[config.mk]
export PLATFORM = sky130hd
export DESIGN_NAME = dmem_arbiter_flat
export DESIGN_NICKNAME = d
export VERILOG_FILES = /design/src/rtl/dmem_arb_pkg.sv /design/src/rtl/dmem_arbiter_if.sv /design/src/rtl/dmem_arb_pick.sv /design/src/rtl/dmem_arbiter.sv /design/src/flat_wrapper.sv
export SDC_FILE = /design/constraint.sdc
export NUM_CORES = 1
export LEC_CHECK = 0
export BUFFER_PORTS_ARGS = -buffer_cell sky130_fd_sc_hd__buf_2
export CORE_MARGIN = 2
export CORE_UTILIZATION = 44
export CTS_CLUSTER_DIAMETER = 200
export DETAILED_ROUTE_END_ITERATION = 8
export PLACE_DENSITY = 0.82
export SKIP_CTS_REPAIR_TIMING = 1
export SLEW_MARGIN = 20
export SYNTH_ARGS = -nofsm -noshare
export SYNTH_HDL_FRONTEND = slang
export SYNTH_SLANG_ARGS = --single-unit
[constraint.sdc]
create_clock -name clk -period 3.05 [get_ports clk]
set_input_delay 0.305 -clock clk [delete_from_list [all_inputs] [get_ports clk]]
set_output_delay 0.305 -clock clk [all_outputs]
set_load 0.005 [all_outputs]
[src/rtl/dmem_arb_pkg.sv]
// rtl/dmem_arb_pkg.sv - shared state encoding, port indices and range helper for the dmem arbiter
package dmem_arb_pkg;

  typedef enum logic [1:0] {
    ARB  = 2'd0,
    OWN0 = 2'd1,
    OWN1 = 2'd2
  } arbStateT;

  localparam logic PORT0 = 1'b0;
  localparam logic PORT1 = 1'b1;

  localparam int MEM_DEPTH = 32;

  function automatic logic addrInRange(input logic [31:0] addr, input int depth);
    return addr < 32'(depth);
  endfunction

  function automatic arbStateT ownState(input logic port);
    return (port == PORT1) ? OWN1 : OWN0;
  endfunction

endpackage

[src/rtl/dmem_arbiter_if.sv]
// rtl/dmem_arbiter_if.sv - two requester ports plus the single-port memory bus
interface dmem_arbiter_if #(
  parameter int ADDR_W = 8,
  parameter int DATA_W = 8
);
  logic              p0_req;
  logic              p0_we;
  logic              p0_lock;
  logic [ADDR_W-1:0] p0_addr;
  logic [DATA_W-1:0] p0_wdata;
  logic              p0_gnt;
  logic              p0_rvalid;
  logic [DATA_W-1:0] p0_rdata;
  logic              p0_err;

  logic              p1_req;
  logic              p1_we;
  logic              p1_lock;
  logic [ADDR_W-1:0] p1_addr;
  logic [DATA_W-1:0] p1_wdata;
  logic              p1_gnt;
  logic              p1_rvalid;
  logic [DATA_W-1:0] p1_rdata;
  logic              p1_err;

  logic [ADDR_W-1:0] mem_addr;
  logic [DATA_W-1:0] mem_wdata;
  logic              mem_read;
  logic              mem_write;
  logic [DATA_W-1:0] mem_rdata;

  modport slave (
    input  p0_req, p0_we, p0_lock, p0_addr, p0_wdata,
    output p0_gnt, p0_rvalid, p0_rdata, p0_err,
    input  p1_req, p1_we, p1_lock, p1_addr, p1_wdata,
    output p1_gnt, p1_rvalid, p1_rdata, p1_err,
    output mem_addr, mem_wdata, mem_read, mem_write,
    input  mem_rdata
  );

  modport master (
    output p0_req, p0_we, p0_lock, p0_addr, p0_wdata,
    input  p0_gnt, p0_rvalid, p0_rdata, p0_err,
    output p1_req, p1_we, p1_lock, p1_addr, p1_wdata,
    input  p1_gnt, p1_rvalid, p1_rdata, p1_err,
    input  mem_addr, mem_wdata, mem_read, mem_write,
    output mem_rdata
  );

endinterface

[src/rtl/dmem_arb_pick.sv]
// rtl/dmem_arb_pick.sv - combinational 2-way winner select honouring lock owner and round-robin pointer
module dmem_arb_pick
  import dmem_arb_pkg::*;
(
  input  logic [1:0] req,
  input  arbStateT   state,
  input  logic       rrPtr,
  output logic [1:0] gnt,
  output logic       winner
);

  always_comb begin
    gnt    = 2'b00;
    winner = PORT0;
    // A locked owner that still requests always wins; otherwise plain round-robin.
    if (state == OWN0 && req[0]) begin
      winner = PORT0;
    end else if (state == OWN1 && req[1]) begin
      winner = PORT1;
    end else if (req[0] && req[1]) begin
      winner = rrPtr;
    end else begin
      winner = req[1];
    end
    if (|req) begin
      gnt[winner] = 1'b1;
    end
  end

endmodule

[src/rtl/dmem_arbiter.sv]
// rtl/dmem_arbiter.sv - two-port round-robin arbiter with bounded lock in front of a single-port data memory
module dmem_arbiter
  import dmem_arb_pkg::*;
#(
  parameter int ADDR_W   = 8,
  parameter int DATA_W   = 8,
  parameter int DEPTH    = MEM_DEPTH,
  parameter int MAX_LOCK = 4
) (
  input logic           clk,
  input logic           reset,
  dmem_arbiter_if.slave bus
);

  localparam int LCW = $clog2(MAX_LOCK + 1);

  arbStateT          state;
  arbStateT          stateNext;
  logic              rrPtr;
  logic              rrNext;
  logic [LCW-1:0]    lockCnt;
  logic [LCW-1:0]    lockNext;
  logic [LCW-1:0]    newCnt;

  logic [1:0]        pickGnt;
  logic [1:0]        gnt;
  logic              winner;
  logic              anyGnt;
  logic              winWe;
  logic              winLock;
  logic [ADDR_W-1:0] winAddr;
  logic [DATA_W-1:0] winWdata;
  logic              winInRange;

  logic              rvalidQ [2];
  logic              errQ    [2];
  logic [DATA_W-1:0] rdataQ  [2];

  dmem_arb_pick uPick (
    .req    ({bus.p1_req, bus.p0_req}),
    .state  (state),
    .rrPtr  (rrPtr),
    .gnt    (pickGnt),
    .winner (winner)
  );

  // Reset masks every grant so nothing reaches memory while reset is held.
  assign gnt        = reset ? 2'b00 : pickGnt;
  assign anyGnt     = |gnt;
  assign winWe      = winner ? bus.p1_we    : bus.p0_we;
  assign winLock    = winner ? bus.p1_lock  : bus.p0_lock;
  assign winAddr    = winner ? bus.p1_addr  : bus.p0_addr;
  assign winWdata   = winner ? bus.p1_wdata : bus.p0_wdata;
  assign winInRange = addrInRange(32'(winAddr), DEPTH);

  assign bus.p0_gnt    = gnt[0];
  assign bus.p1_gnt    = gnt[1];
  assign bus.mem_addr  = anyGnt ? winAddr  : '0;
  assign bus.mem_wdata = anyGnt ? winWdata : '0;
  assign bus.mem_read  = anyGnt & winInRange & ~winWe;
  assign bus.mem_write = anyGnt & winInRange & winWe;

  assign bus.p0_rvalid = rvalidQ[0];
  assign bus.p0_err    = errQ[0];
  assign bus.p0_rdata  = rdataQ[0];
  assign bus.p1_rvalid = rvalidQ[1];
  assign bus.p1_err    = errQ[1];
  assign bus.p1_rdata  = rdataQ[1];

  always_ff @(posedge clk) begin
    if (reset) begin
      state   <= ARB;
      rrPtr   <= PORT0;
      lockCnt <= '0;
    end else begin
      state   <= stateNext;
      rrPtr   <= rrNext;
      lockCnt <= lockNext;
    end
  end

  always_comb begin
    stateNext = state;
    rrNext    = rrPtr;
    lockNext  = lockCnt;
    newCnt    = LCW'(1);
    if (anyGnt) begin
      rrNext = ~winner;
      // Continuing owner extends its streak; any other grant starts a fresh one.
      newCnt = (state == ownState(winner)) ? lockCnt + 1'b1 : LCW'(1);
      if (winLock && newCnt < LCW'(MAX_LOCK)) begin
        stateNext = ownState(winner);
        lockNext  = newCnt;
      end else begin
        stateNext = ARB;
        lockNext  = '0;
      end
    end else begin
      stateNext = ARB;
      lockNext  = '0;
    end
  end

  always_ff @(posedge clk) begin
    if (reset) begin
      for (int p = 0; p < 2; p++) begin
        rvalidQ[p] <= 1'b0;
        errQ[p]    <= 1'b0;
        rdataQ[p]  <= '0;
      end
    end else begin
      for (int p = 0; p < 2; p++) begin
        rvalidQ[p] <= gnt[p];
        errQ[p]    <= gnt[p] & ~winInRange;
        if (gnt[p]) begin
          rdataQ[p] <= (winInRange && !winWe) ? bus.mem_rdata : '0;
        end
      end
    end
  end

endmodule

[src/flat_wrapper.sv]
// flat-port wrapper written by rule: the top's interface ports become plain ports
module dmem_arbiter_flat import dmem_arb_pkg::*;
#(
  parameter int ADDR_W   = 8,
  parameter int DATA_W   = 8,
  parameter int DEPTH    = MEM_DEPTH,
  parameter int MAX_LOCK = 4
)
  (clk, reset, bus_p0_req, bus_p0_we, bus_p0_lock, bus_p0_addr, bus_p0_wdata, bus_p0_gnt, bus_p0_rvalid, bus_p0_rdata, bus_p0_err, bus_p1_req, bus_p1_we, bus_p1_lock, bus_p1_addr, bus_p1_wdata, bus_p1_gnt, bus_p1_rvalid, bus_p1_rdata, bus_p1_err, bus_mem_addr, bus_mem_wdata, bus_mem_read, bus_mem_write, bus_mem_rdata);
  dmem_arbiter_if #(.ADDR_W(ADDR_W), .DATA_W(DATA_W)) bus_i ();
  input logic clk;
  input logic reset;
  input wire logic [$bits(bus_i.p0_req)-1:0] bus_p0_req;
  input wire logic [$bits(bus_i.p0_we)-1:0] bus_p0_we;
  input wire logic [$bits(bus_i.p0_lock)-1:0] bus_p0_lock;
  input wire logic [$bits(bus_i.p0_addr)-1:0] bus_p0_addr;
  input wire logic [$bits(bus_i.p0_wdata)-1:0] bus_p0_wdata;
  output wire logic [$bits(bus_i.p0_gnt)-1:0] bus_p0_gnt;
  output wire logic [$bits(bus_i.p0_rvalid)-1:0] bus_p0_rvalid;
  output wire logic [$bits(bus_i.p0_rdata)-1:0] bus_p0_rdata;
  output wire logic [$bits(bus_i.p0_err)-1:0] bus_p0_err;
  input wire logic [$bits(bus_i.p1_req)-1:0] bus_p1_req;
  input wire logic [$bits(bus_i.p1_we)-1:0] bus_p1_we;
  input wire logic [$bits(bus_i.p1_lock)-1:0] bus_p1_lock;
  input wire logic [$bits(bus_i.p1_addr)-1:0] bus_p1_addr;
  input wire logic [$bits(bus_i.p1_wdata)-1:0] bus_p1_wdata;
  output wire logic [$bits(bus_i.p1_gnt)-1:0] bus_p1_gnt;
  output wire logic [$bits(bus_i.p1_rvalid)-1:0] bus_p1_rvalid;
  output wire logic [$bits(bus_i.p1_rdata)-1:0] bus_p1_rdata;
  output wire logic [$bits(bus_i.p1_err)-1:0] bus_p1_err;
  output wire logic [$bits(bus_i.mem_addr)-1:0] bus_mem_addr;
  output wire logic [$bits(bus_i.mem_wdata)-1:0] bus_mem_wdata;
  output wire logic [$bits(bus_i.mem_read)-1:0] bus_mem_read;
  output wire logic [$bits(bus_i.mem_write)-1:0] bus_mem_write;
  input wire logic [$bits(bus_i.mem_rdata)-1:0] bus_mem_rdata;
  assign bus_i.p0_req = bus_p0_req;
  assign bus_i.p0_we = bus_p0_we;
  assign bus_i.p0_lock = bus_p0_lock;
  assign bus_i.p0_addr = bus_p0_addr;
  assign bus_i.p0_wdata = bus_p0_wdata;
  assign bus_p0_gnt = bus_i.p0_gnt;
  assign bus_p0_rvalid = bus_i.p0_rvalid;
  assign bus_p0_rdata = bus_i.p0_rdata;
  assign bus_p0_err = bus_i.p0_err;
  assign bus_i.p1_req = bus_p1_req;
  assign bus_i.p1_we = bus_p1_we;
  assign bus_i.p1_lock = bus_p1_lock;
  assign bus_i.p1_addr = bus_p1_addr;
  assign bus_i.p1_wdata = bus_p1_wdata;
  assign bus_p1_gnt = bus_i.p1_gnt;
  assign bus_p1_rvalid = bus_i.p1_rvalid;
  assign bus_p1_rdata = bus_i.p1_rdata;
  assign bus_p1_err = bus_i.p1_err;
  assign bus_mem_addr = bus_i.mem_addr;
  assign bus_mem_wdata = bus_i.mem_wdata;
  assign bus_mem_read = bus_i.mem_read;
  assign bus_mem_write = bus_i.mem_write;
  assign bus_i.mem_rdata = bus_mem_rdata;
  dmem_arbiter #(.ADDR_W(ADDR_W), .DATA_W(DATA_W), .DEPTH(DEPTH), .MAX_LOCK(MAX_LOCK)) u_core (.clk(clk), .reset(reset), .bus(bus_i));
endmodule
==> impl_metrics.json <==
{
  "outcome": "complete, no violations",
  "clockBufferDepth": 2,
  "drc": 0,
  "ys_warn_count": 0,
  "layout_common_cells": "87 x buf_2, 16 x a22o_1, 16 x edfxtp_1",
  "crit_type": "reg -> out",
  "cp-endpoint": "bus_mem_read",
  "max_freq_mhz": 382.9,
  "finish.utilization": 0.6366,
  "drt-total-wl_um": 2936,
  "grt.met1_usage": 0.1959,
  "skew_ns": 0.004301,
  "tightest_slew_ns": 0.9577,
  "placed_cell_area_um2": 1688,
  "min_period_ns": 2.612,
  "vias": 1143,
  "rows": 19,
  "ys_types": 32,
  "synth_top_area_cell": "edfxtp_1",
  "synth_edf_count": 16,
  "die_x_um": 57.65,
  "r2r-end": "u_core.rdataQ[0][14]",
  "io_buffers": 87,
  "top_usage_layer": "met2",
  "crit_path_end_kind": "output port",
  "synth_top_area_frac": 0.3794,
  "slew_headroom": 0.3615,
  "worstSetupStartpointType": "flop",
  "ioPinCount": 88,
  "dp_hpwl_um": 2349,
  "drt_iter0_drc": 25,
  "synthTopCellsByArea": "edfxtp_1 38%, dfxtp_1 16%, a22o_1 11%",
  "grt_pass1_vias": 1144,
  "clkPwrFrac": 0.301,
  "mappedNetlistNets": 149,
  "cts.sinks": 26,
  "cts_root_buffer": "clkbuf_4",
  "pwr-share-comb": 0.182,
  "rrSetupSlack_ns": 0.91,
  "layout.cells.non_filler": 217,
  "fin_ws_ns": 0.4382,
  "place_congestion": 0.7572,
  "drv_slew": 0,
  "final_common_cell": "buf_2",
  "crit_buf_inv": 1,
  "area_growth_pct": 37.45,
  "crit_start": "u_core.state[1]",
  "layout-drive-gt1-share": 0.5430,
  "placed_cells": 213,
  "gr-total-overflow": 0,
  "synth_area_um2": 1266,
  "first_pass_iters": 4,
  "syn_inst": 100,
  "htree_levels": 1,
  "cts_tree": "built",
  "fin_crit_sh": 0.8563,
  "peakVddDrop_v": 0.0003571,
  "hold_viol_final": 0,
  "tns_ns": 0,
  "path_max_fanout": 21,
  "wl_per_cell_um": 13.53,
  "die_h_um": 57.65,
  "fin_area_um2": 1740,
  "setup_viol": 0,
  "maxCapViolCount": 0,
  "worstSkewPairLatency_ns": 0.32,
  "coreArea_um2": 2734,
  "initial_core_util": 0.4632,
  "cpPeakStageDelay_ns": 0.91,
  "rr_startpoint": "u_core.state[1]",
  "hold_path_class": "in -> reg",
  "grt_max_degree": 22,
  "cp.depth": 4,
  "ys.flop_type": "edfxtp_1",
  "path_clk_slew_ns": 0.14,
  "yosys_register_bits": 26,
  "rsz0062_at_grt": "false",
  "crit_required_ns": 2.74,
  "seq_area_frac_synth": 0.5375,
  "antenna_found_initial": 0,
  "grt_pass1_wl_um": 4643,
  "internal-power_uw": 599.0,
  "worstRegToRegCells": 4,
  "nNetsFinal": 236,
  "net-switching-power_uw": 176.2,
  "worst_path_max_delay_cell": "a311oi_4",
  "dieArea_um2": 3323,
  "power_frac_seq": 0.517,
  "crit_family": "compound AO/OA/AOI/OAI gates",
  "fillers": 212,
  "syn_avg_cell_area_um2": 12.66,
  "crit_chain": "nand2b_1 -> a311oi_4 -> o2bb2ai_2 -> buf_2",
  "swShare": 0.2273,
  "async_reset_ff_frac": 0,
  "worst_ep_arrival_time_ns": 2.31,
  "postRouteAntennaNets": 0,
  "avgViaCountPerCell": 5.267,
  "n_antenna_cell": 0,
  "use_met3": 0.01786,
  "grt_use_met2": 0.3506,
  "grt.total_usage": 0.1795,
  "p_leak_uw": 0.0008563,
  "numCtsBuffers": 3,
  "pre_cts_ws_ns": 0.7781,
  "p_per_area_nw_per_um2": 445.4
}
kinds of logic after synthesis:
| kind of cell | share of synthesized area |
|---|---|
| multiplexers | 0.008893 |
| flip-flops | 0.5375 |
| other | 0.002962 |
| XOR/XNOR | 0.006918 |
| buffers and inverters | 0.04743 |
| adder cells (fa/ha/maj) | 0.009880 |
| AND/OR/NAND/NOR | 0.1591 |
| AO/OA/AOI/OAI | 0.2273 |
worst min path at each step:
stage / to / slack [ns] / depth (start not counted) / startpoint
5_1_grt: u_core.state[0] / 0.25 / 3 / bus_p0_lock
3_3_place_gp: u_core.lockCnt[0] / 0.49 / 3 / u_core.lockCnt[0]
6_report: u_core.state[0] / 0.23 / 3 / bus_p0_lock
3_5_place_dp: u_core.lockCnt[0] / 0.50 / 3 / u_core.lockCnt[0]
2_1_floorplan: u_core.rrPtr / 0.42 / 2 / bus_p0_req
4_1_cts: u_core.state[0] / 0.22 / 3 / bus_p0_lock
cells in the mapped netlist (2+ instances only):
library cell and count:
inv_1 2, dfxtp_1 10, edfxtp_1 16, nand2b_1 5, nor2b_1 2, and2_1 8, nand2_1 4, buf_2 2
a22o_1 16, nor2_1 7, nor3_1 6, buf_6 2
sequential cells by signal, indices dropped and copies added, names as in the netlist:
name            flops
u_core.rrPtr        1
u_core.rvalidQ      2
u_core.lockCnt      3
u_core.errQ         2
u_core.rdataQ      16
u_core.state        2
metrics by stage:
stage                     hold WS [ns]  power (uW)
after floorplan                 0.4245       483.6
after detailed placement        0.5023       550.9
after global routing            0.2454       803.4
after CTS                       0.2248       779.7
final                           0.2313       775.1
after global placement          0.4896       547.0
power by group through the flow:
stage          sequential [uW]  combinational, uW  clock (uW)
6_report                   401                141         233
4_1_cts                    401                142         236
3_3_place_gp               408                139           0
2_1_floorplan              412               72.0           0
5_1_grt                    403                154         246
3_5_place_dp               409                142           0
layer usage:
layer | vias to the layer above | share of wire
li1 | 549 | -
met1 | 522 | 0.37
met2 | 68 | 0.53
met3 | 4 | 0.091
met4 | 0 | 0.012
met5 | - | 0
area by class of cell:
type,instances,area (um^2),area share
Clock buffer,3,22.52,0.01294
Clock inverter,1,30.03,0.01725
Inverter,2,7.507,0.004313
Multi-Input combinational cell,67,525.5,0.3019
Sequential cell,26,680.7,0.3911
Tap cell,31,38.79,0.02229
Timing Repair Buffer,87,435.4,0.2502
worst min-delay path: stages:
cell,delay [ns]
buf_2,0.12
nand2_2,0.07
nor2_1,0.04
Power figures use the tool's default switching activity.
